<file path="src/rtl/hilo_muldiv_ctrl.sv">
// hilo_muldiv_ctrl: iterative MULT/MULTU/DIV/DIVU sequencer that owns HI/LO.
// One operand bit is processed per cycle; HI/LO change only in FIX (or MTHI/MTLO in IDLE).
module hilo_muldiv_ctrl #(
    parameter int WIDTH = 32
) (
    input  logic             i_clock,
    input  logic             i_reset_n,
    input  logic             i_start,
    input  logic [1:0]       i_op,
    input  logic [WIDTH-1:0] i_operand_a,
    input  logic [WIDTH-1:0] i_operand_b,
    input  logic             i_hilo_read,
    input  logic [1:0]       i_hilo_write,
    input  logic [WIDTH-1:0] i_write_data,
    output logic             o_stall,
    output logic             o_busy,
    output logic             o_done,
    output logic             o_div_by_zero,
    output logic [WIDTH-1:0] o_hi,
    output logic [WIDTH-1:0] o_lo
);

    localparam int CW = $clog2(WIDTH);

    typedef enum logic [1:0] {S_IDLE, S_PREP, S_RUN, S_FIX} state_t;

    state_t               r_state, w_next;
    logic [1:0]           r_op;
    logic [WIDTH-1:0]     r_a, r_b;
    logic [WIDTH-1:0]     r_opnd;      // multiplicand (mul) or divisor (div) magnitude
    logic [2*WIDTH-1:0]   r_prod;      // product; low half doubles as dividend/quotient
    logic [WIDTH-1:0]     r_rem;
    logic [CW-1:0]        r_cnt;
    logic                 r_sign_q, r_sign_r, r_dbz;
    logic [WIDTH-1:0]     r_hi, r_lo;
    logic                 r_done, r_dbz_pulse;

    logic                 w_is_div, w_signed, w_zero_div;
    logic [WIDTH-1:0]     w_mag_a, w_mag_b;
    logic [WIDTH:0]       w_sum, w_shrem;
    logic [WIDTH-1:0]     w_diff;
    logic                 w_ge;
    logic [2*WIDTH-1:0]   w_prod_fix;
    logic [WIDTH-1:0]     w_quo_fix, w_rem_fix;

    assign w_is_div   = r_op[1];
    assign w_signed   = ~r_op[0];
    assign w_zero_div = w_is_div && (r_b == '0);
    assign w_mag_a    = (w_signed && r_a[WIDTH-1]) ? -r_a : r_a;
    assign w_mag_b    = (w_signed && r_b[WIDTH-1]) ? -r_b : r_b;

    // Shift-add step: add multiplicand when the current multiplier bit is set.
    assign w_sum   = {1'b0, r_prod[2*WIDTH-1:WIDTH]} +
                     (r_prod[0] ? {1'b0, r_opnd} : {(WIDTH+1){1'b0}});
    // Restoring-division step on the WIDTH+1-bit shifted partial remainder.
    assign w_shrem = {r_rem, r_prod[WIDTH-1]};
    assign w_ge    = (w_shrem >= {1'b0, r_opnd});
    assign w_diff  = WIDTH'(w_shrem - {1'b0, r_opnd});

    assign w_prod_fix = r_sign_q ? -r_prod : r_prod;
    assign w_quo_fix  = r_sign_q ? -r_prod[WIDTH-1:0] : r_prod[WIDTH-1:0];
    assign w_rem_fix  = r_sign_r ? -r_rem : r_rem;

    assign o_busy        = (r_state != S_IDLE);
    assign o_stall       = o_busy & (i_start | i_hilo_read | (|i_hilo_write));
    assign o_done        = r_done;
    assign o_div_by_zero = r_dbz_pulse;
    assign o_hi          = r_hi;
    assign o_lo          = r_lo;

    // State register
    always_ff @(posedge i_clock or negedge i_reset_n) begin
        if (!i_reset_n) r_state <= S_IDLE;
        else            r_state <= w_next;
    end

    // Next-state logic
    always_comb begin
        w_next = r_state;
        case (r_state)
            S_IDLE:  if (i_start) w_next = S_PREP;
            S_PREP:  w_next = w_zero_div ? S_FIX : S_RUN;
            S_RUN:   if (r_cnt == CW'(WIDTH - 1)) w_next = S_FIX;
            S_FIX:   w_next = S_IDLE;
            default: w_next = S_IDLE;
        endcase
    end

    // Datapath: operand latch, iteration, sign fix-up and HI/LO ownership
    always_ff @(posedge i_clock or negedge i_reset_n) begin
        if (!i_reset_n) begin
            r_op <= '0; r_a <= '0; r_b <= '0; r_opnd <= '0; r_prod <= '0; r_rem <= '0;
            r_cnt <= '0; r_sign_q <= 1'b0; r_sign_r <= 1'b0; r_dbz <= 1'b0;
            r_hi <= '0; r_lo <= '0; r_done <= 1'b0; r_dbz_pulse <= 1'b0;
        end else begin
            r_done      <= 1'b0;
            r_dbz_pulse <= 1'b0;
            case (r_state)
                S_IDLE: begin
                    if (i_start) begin
                        // A Start takes priority over a same-cycle MTHI/MTLO.
                        r_op <= i_op;
                        r_a  <= i_operand_a;
                        r_b  <= i_operand_b;
                    end else begin
                        if (i_hilo_write[1]) r_hi <= i_write_data;
                        if (i_hilo_write[0]) r_lo <= i_write_data;
                    end
                end
                S_PREP: begin
                    r_opnd   <= w_is_div ? w_mag_b : w_mag_a;
                    r_prod   <= {{WIDTH{1'b0}}, (w_is_div ? w_mag_a : w_mag_b)};
                    r_rem    <= '0;
                    r_cnt    <= '0;
                    r_sign_q <= w_signed & (r_a[WIDTH-1] ^ r_b[WIDTH-1]);
                    r_sign_r <= w_signed & r_a[WIDTH-1];
                    r_dbz    <= w_zero_div;
                end
                S_RUN: begin
                    r_cnt <= r_cnt + CW'(1);
                    if (w_is_div) begin
                        r_rem               <= w_ge ? w_diff : w_shrem[WIDTH-1:0];
                        r_prod[WIDTH-1:0]   <= {r_prod[WIDTH-2:0], w_ge};
                    end else begin
                        r_prod <= {w_sum, r_prod[WIDTH-1:1]};
                    end
                end
                S_FIX: begin
                    r_done      <= 1'b1;
                    r_dbz_pulse <= r_dbz;
                    if (r_dbz) begin
                        r_hi <= r_a;
                        r_lo <= '1;
                    end else if (w_is_div) begin
                        r_hi <= w_rem_fix;
                        r_lo <= w_quo_fix;
                    end else begin
                        r_hi <= w_prod_fix[2*WIDTH-1:WIDTH];
                        r_lo <= w_prod_fix[WIDTH-1:0];
                    end
                end
                default: ;
            endcase
        end
    end

endmodule
</file>
<file path="config.mk">
export PLATFORM = sky130hd
export DESIGN_NAME = hilo_muldiv_ctrl
export DESIGN_NICKNAME = d
export VERILOG_FILES = /design/src/rtl/hilo_muldiv_ctrl.sv
export SDC_FILE = /design/constraint.sdc
export NUM_CORES = 1
export LEC_CHECK = 0
export ABC_AREA = 1
export CAP_MARGIN = 20
export CORE_UTILIZATION = 25
export DETAILED_ROUTE_END_ITERATION = 6
export SLEW_MARGIN = 20
export SYNTH_ARGS = -nofsm -noshare
export SYNTH_HDL_FRONTEND = slang
export SYNTH_SLANG_ARGS = --single-unit
</file>
<file path="constraint.sdc">
create_clock -name i_clock -period 3 [get_ports i_clock]
set_clock_uncertainty 0.05 [all_clocks]
set_input_delay 0.3 -clock i_clock [delete_from_list [all_inputs] [get_ports i_clock]]
set_output_delay 0.3 -clock i_clock [all_outputs]
set_load 0.05 [all_outputs]
</file>
==> impl_metrics.toml <==
[run_status]
status = "complete, but fails checks"
violations = "design-rule violations"

[setup_path]
worstSetupEndpoint = "r_prod[20]"
worstPathArrival_ns = 3.34
cpPeakStageDelay_ns = 0.36
r2r_slack_ns = 0.10
crit_path_cell_trace = "inv_1 > ha_1 > nand3_2 > nor2_2 > nand4_1 > o21ai_2 > nand2_1 > nand2_1 > nand2_1 > nand2_1 > nand3_1 > a21oi_1"
critPathCaptureType = "flop"
setup.worst_path.start = "r_a[0]"
criticalPathCategory = "flop to flop"
start_kind = "flop"
crit_top_cell = "nand2_1"
slowest_stage = "dfrtp_1"
worstPathMaxFanout = 6
path_buf_inv = 1
cp.depth = 12
critPathTopFamily = "simple AND/OR/NAND/NOR gates"
rr_endpoint = "r_prod[20]"
ff2ff_path_depth = 12
timing.rr.start = "r_a[0]"
worstPathRequired_ns = 3.44

[yosys]
yosysMostFrequentCell = "nand2_1"
synth_common_cells = "897 x nand2_1, 479 x nor2_1, 361 x inv_1"
yosysSeqAreaShare_pct = 31.0
synth_cells = 3420
ys_seq_elements = 270
async_flop_share_pct = 100
synth_top_area_share_pct = 31.0
synth_top_flop_cell = "dfrtp_1"
synth-warning-count = 0
synth_compound_area_share_pct = 17.7
synthesis.area_mm2 = 0.0218
synth-simple-area-share_pct = 34.9
synth_top_family_by_area = "simple AND/OR/NAND/NOR gates"
syn_nets = 3600
synth_top_area_cell = "dfrtp_1"
synthMuxAreaShare_pct = 0.0516
synth.area.top_cells = "dfrtp_1 31%, nand2_1 15%, a21oi_1 8.3%, nor2_1 8.2%, nand3_1 7.0%"
synth-edff-count = 0
avgSynthCellArea_um2 = 6.38
synth_cell_types = 54
synth_xor_area_share_pct = 2.93
synth_fa_ha_area_share_pct = 4.43

[global_route]
antenna_found_initial = 2
grt_max_degree = 82
grt_use_total_pct = 22.3
overflow = 0
grt_pass1_vias = 22900
grt_pass1_wl_um = 149000

[timing]
min_period_ns = 2.90
rsz0062_at_grt = "false"
hold_viol_final = 0
fin_hold_ws_ns = 0.203
fmax_mhz = 345
finalMaxSlewViolations = 0
relSlewSlack_pct = 45.9
post-route-period-util_pct = 96.6
tns_ns = 0
finalSetupViolations = 0
worstMarginPinSlew_ns = 0.811

[clock_network]
cts_root_buffer = "clkbuf_16"
htreeDepth = 2
cts_buffer_depth = 3
path_clk_slew_ns = 0.06
post_cts_buffers = 0
clock_sinks = 270
cts_tree = "done"
clk_latency_ns = 0.59
cts_buffers = 35

[cells_and_area]
n_antenna_cell = 0
fillers = 9442
syn_to_final_growth_pct = 20.7
multiInputGateArea_mm2 = 0.0131
seqCellArea_mm2 = 0.00676
nets = 3759
drive_gt1_share_pct = 5.97

[drt]
remaining_drc_errors = 2
drt_iter0_drc = 3075
first_pass_iters = 7
antenna_left = 0
vias_per_cell = 5.20
wl_um = 101000
vias = 24700
post_drt_wl_per_cell_um = 21.4

[power_and_ir_drop]
clkPwrFrac_pct = 12.4
cellPowerDensity_mw_per_mm2 = 1350
p_comb_share_pct = 66.3
swShare_pct = 57.8
p_leak_uw = 0.0127
ir_drop_mv = 0.745
pwr-share-seq_pct = 21.4
switchingPower_uw = 20500
p_int_uw = 15000

[place]
hpwl_um = 82900
port_buffers = 171
finalWeightedCongestion = 1.05

[die]
io-pin-count = 172
die_y_um = 297
die_w_um = 297
rows = 107
initial_core_util_pct = 25.4
die_area_mm2 = 0.0884
coreArea_mm2 = 0.0858

[min_path]
hp-class = "input pin to async pin"

[flow_run]
drv_cap = 0
## stage by stage
stage	setup slack, ns	utilization, %	total power [µW]	instances	cell area (µm²)
global route	0.0156	30.7	37600	4747	26300
floorplan	0.430	-	21600	3420	21800
global placement	0.130	29.3	30200	4685	25100
detailed placement	0.184	29.3	30300	4685	25100
CTS	0.181	30.7	34700	4747	26300
finish	0.102	30.7	35500	4747	26300
## kinds of logic after synthesis
group	Yosys count
xor gates and xnor gates	73
AOI/OAI and AO/OA	679
and+or+nand+nor	1817
adders and majority gates	76
buffers and inverters	504
muxes	1
DFF	270
## per-layer routing
layer	vias up	track usage [%]	part of all wire, %
li1	11600	-	-
met1	11600	31.6	44
met2	1344	31.8	41
met3	177	6.19	11
met4	2	8.76	4.2
met5	-	0	0.016
## worst min-delay path by stage
stage,from,cells after the start,slack (ns),end
after floorplan,i_reset_n,0,-0.05,o_div_by_zero
after global placement,i_reset_n,1,0.19,r_b[19]
after detailed placement,i_reset_n,1,0.19,r_b[15]
final,i_reset_n,2,0.20,r_b[4]
after global routing,i_reset_n,2,0.26,r_b[4]
after CTS,i_operand_a[0],3,0.22,r_a[0]
## layout make-up
cell class	count	share of cell area, %
Clock buffer	50	3.96
Clock inverter	11	0.494
Inverter	375	5.35
Multi-Input combinational cell	2646	49.9
Sequential cell	270	25.7
Tap cell	1144	5.44
Timing Repair Buffer	251	9.19
## flip-flops by register name, summed over array words and instances (netlist names), 2 cells and up
| register | cells |
|---|---|
| o_hi | 32 |
| o_lo | 32 |
| r_a | 32 |
| r_b | 32 |
| r_cnt | 5 |
| r_op | 2 |
| r_opnd | 32 |
| r_prod | 64 |
| r_rem | 32 |
| r_state | 2 |
## cells in the final DEF, fill, tap and decap left out, types with 6 or more instances in the layout
master           count
nand2_1            896
o21a_1               8
nor2_2              17
inv_2               11
ha_1                74
o21ai_1             11
buf_12               8
inv_1              359
xnor2_1             25
clkbuf_8             9
o21bai_1            13
a21oi_1            359
clkbuf_16           36
o21ai_0            151
nand3b_1            11
o211ai_1            16
nor4_1               6
xor2_1              48
nor3_1              27
clkdlybuf4s50_1    170
buf_4               71
nand2_2             11
nand4_1             38
a21o_1               6
a22oi_1             18
a221oi_1            24
o22ai_1             12
dfrtp_1            268
a31oi_1             14
nand3_1            305
nand3_2              6
nor2_1             478
o221ai_1            22
## power groups by stage
| stage | registers (µW) | logic (µW) | clock network, µW |
|---|---|---|---|
| global placement | 7500 | 22700 | 0 |
| floorplan | 8000 | 13600 | 0 |
| CTS | 7460 | 22900 | 4420 |
| detailed placement | 7510 | 22800 | 0 |
| finish | 7590 | 23500 | 4390 |
| global route | 7690 | 25300 | 4550 |
## what timing repair did
| action | 4_1_cts | 5_1_grt |
|---|---|---|
| gates resized for setup | 0 | 2 |
| hold buffers | 1 | 0 |
| setup endpoints to repair | 0 | 2 |
| endpoints found under the hold margin | 73 | 0 |
Note: power is estimated with default switching activity, not from simulation.
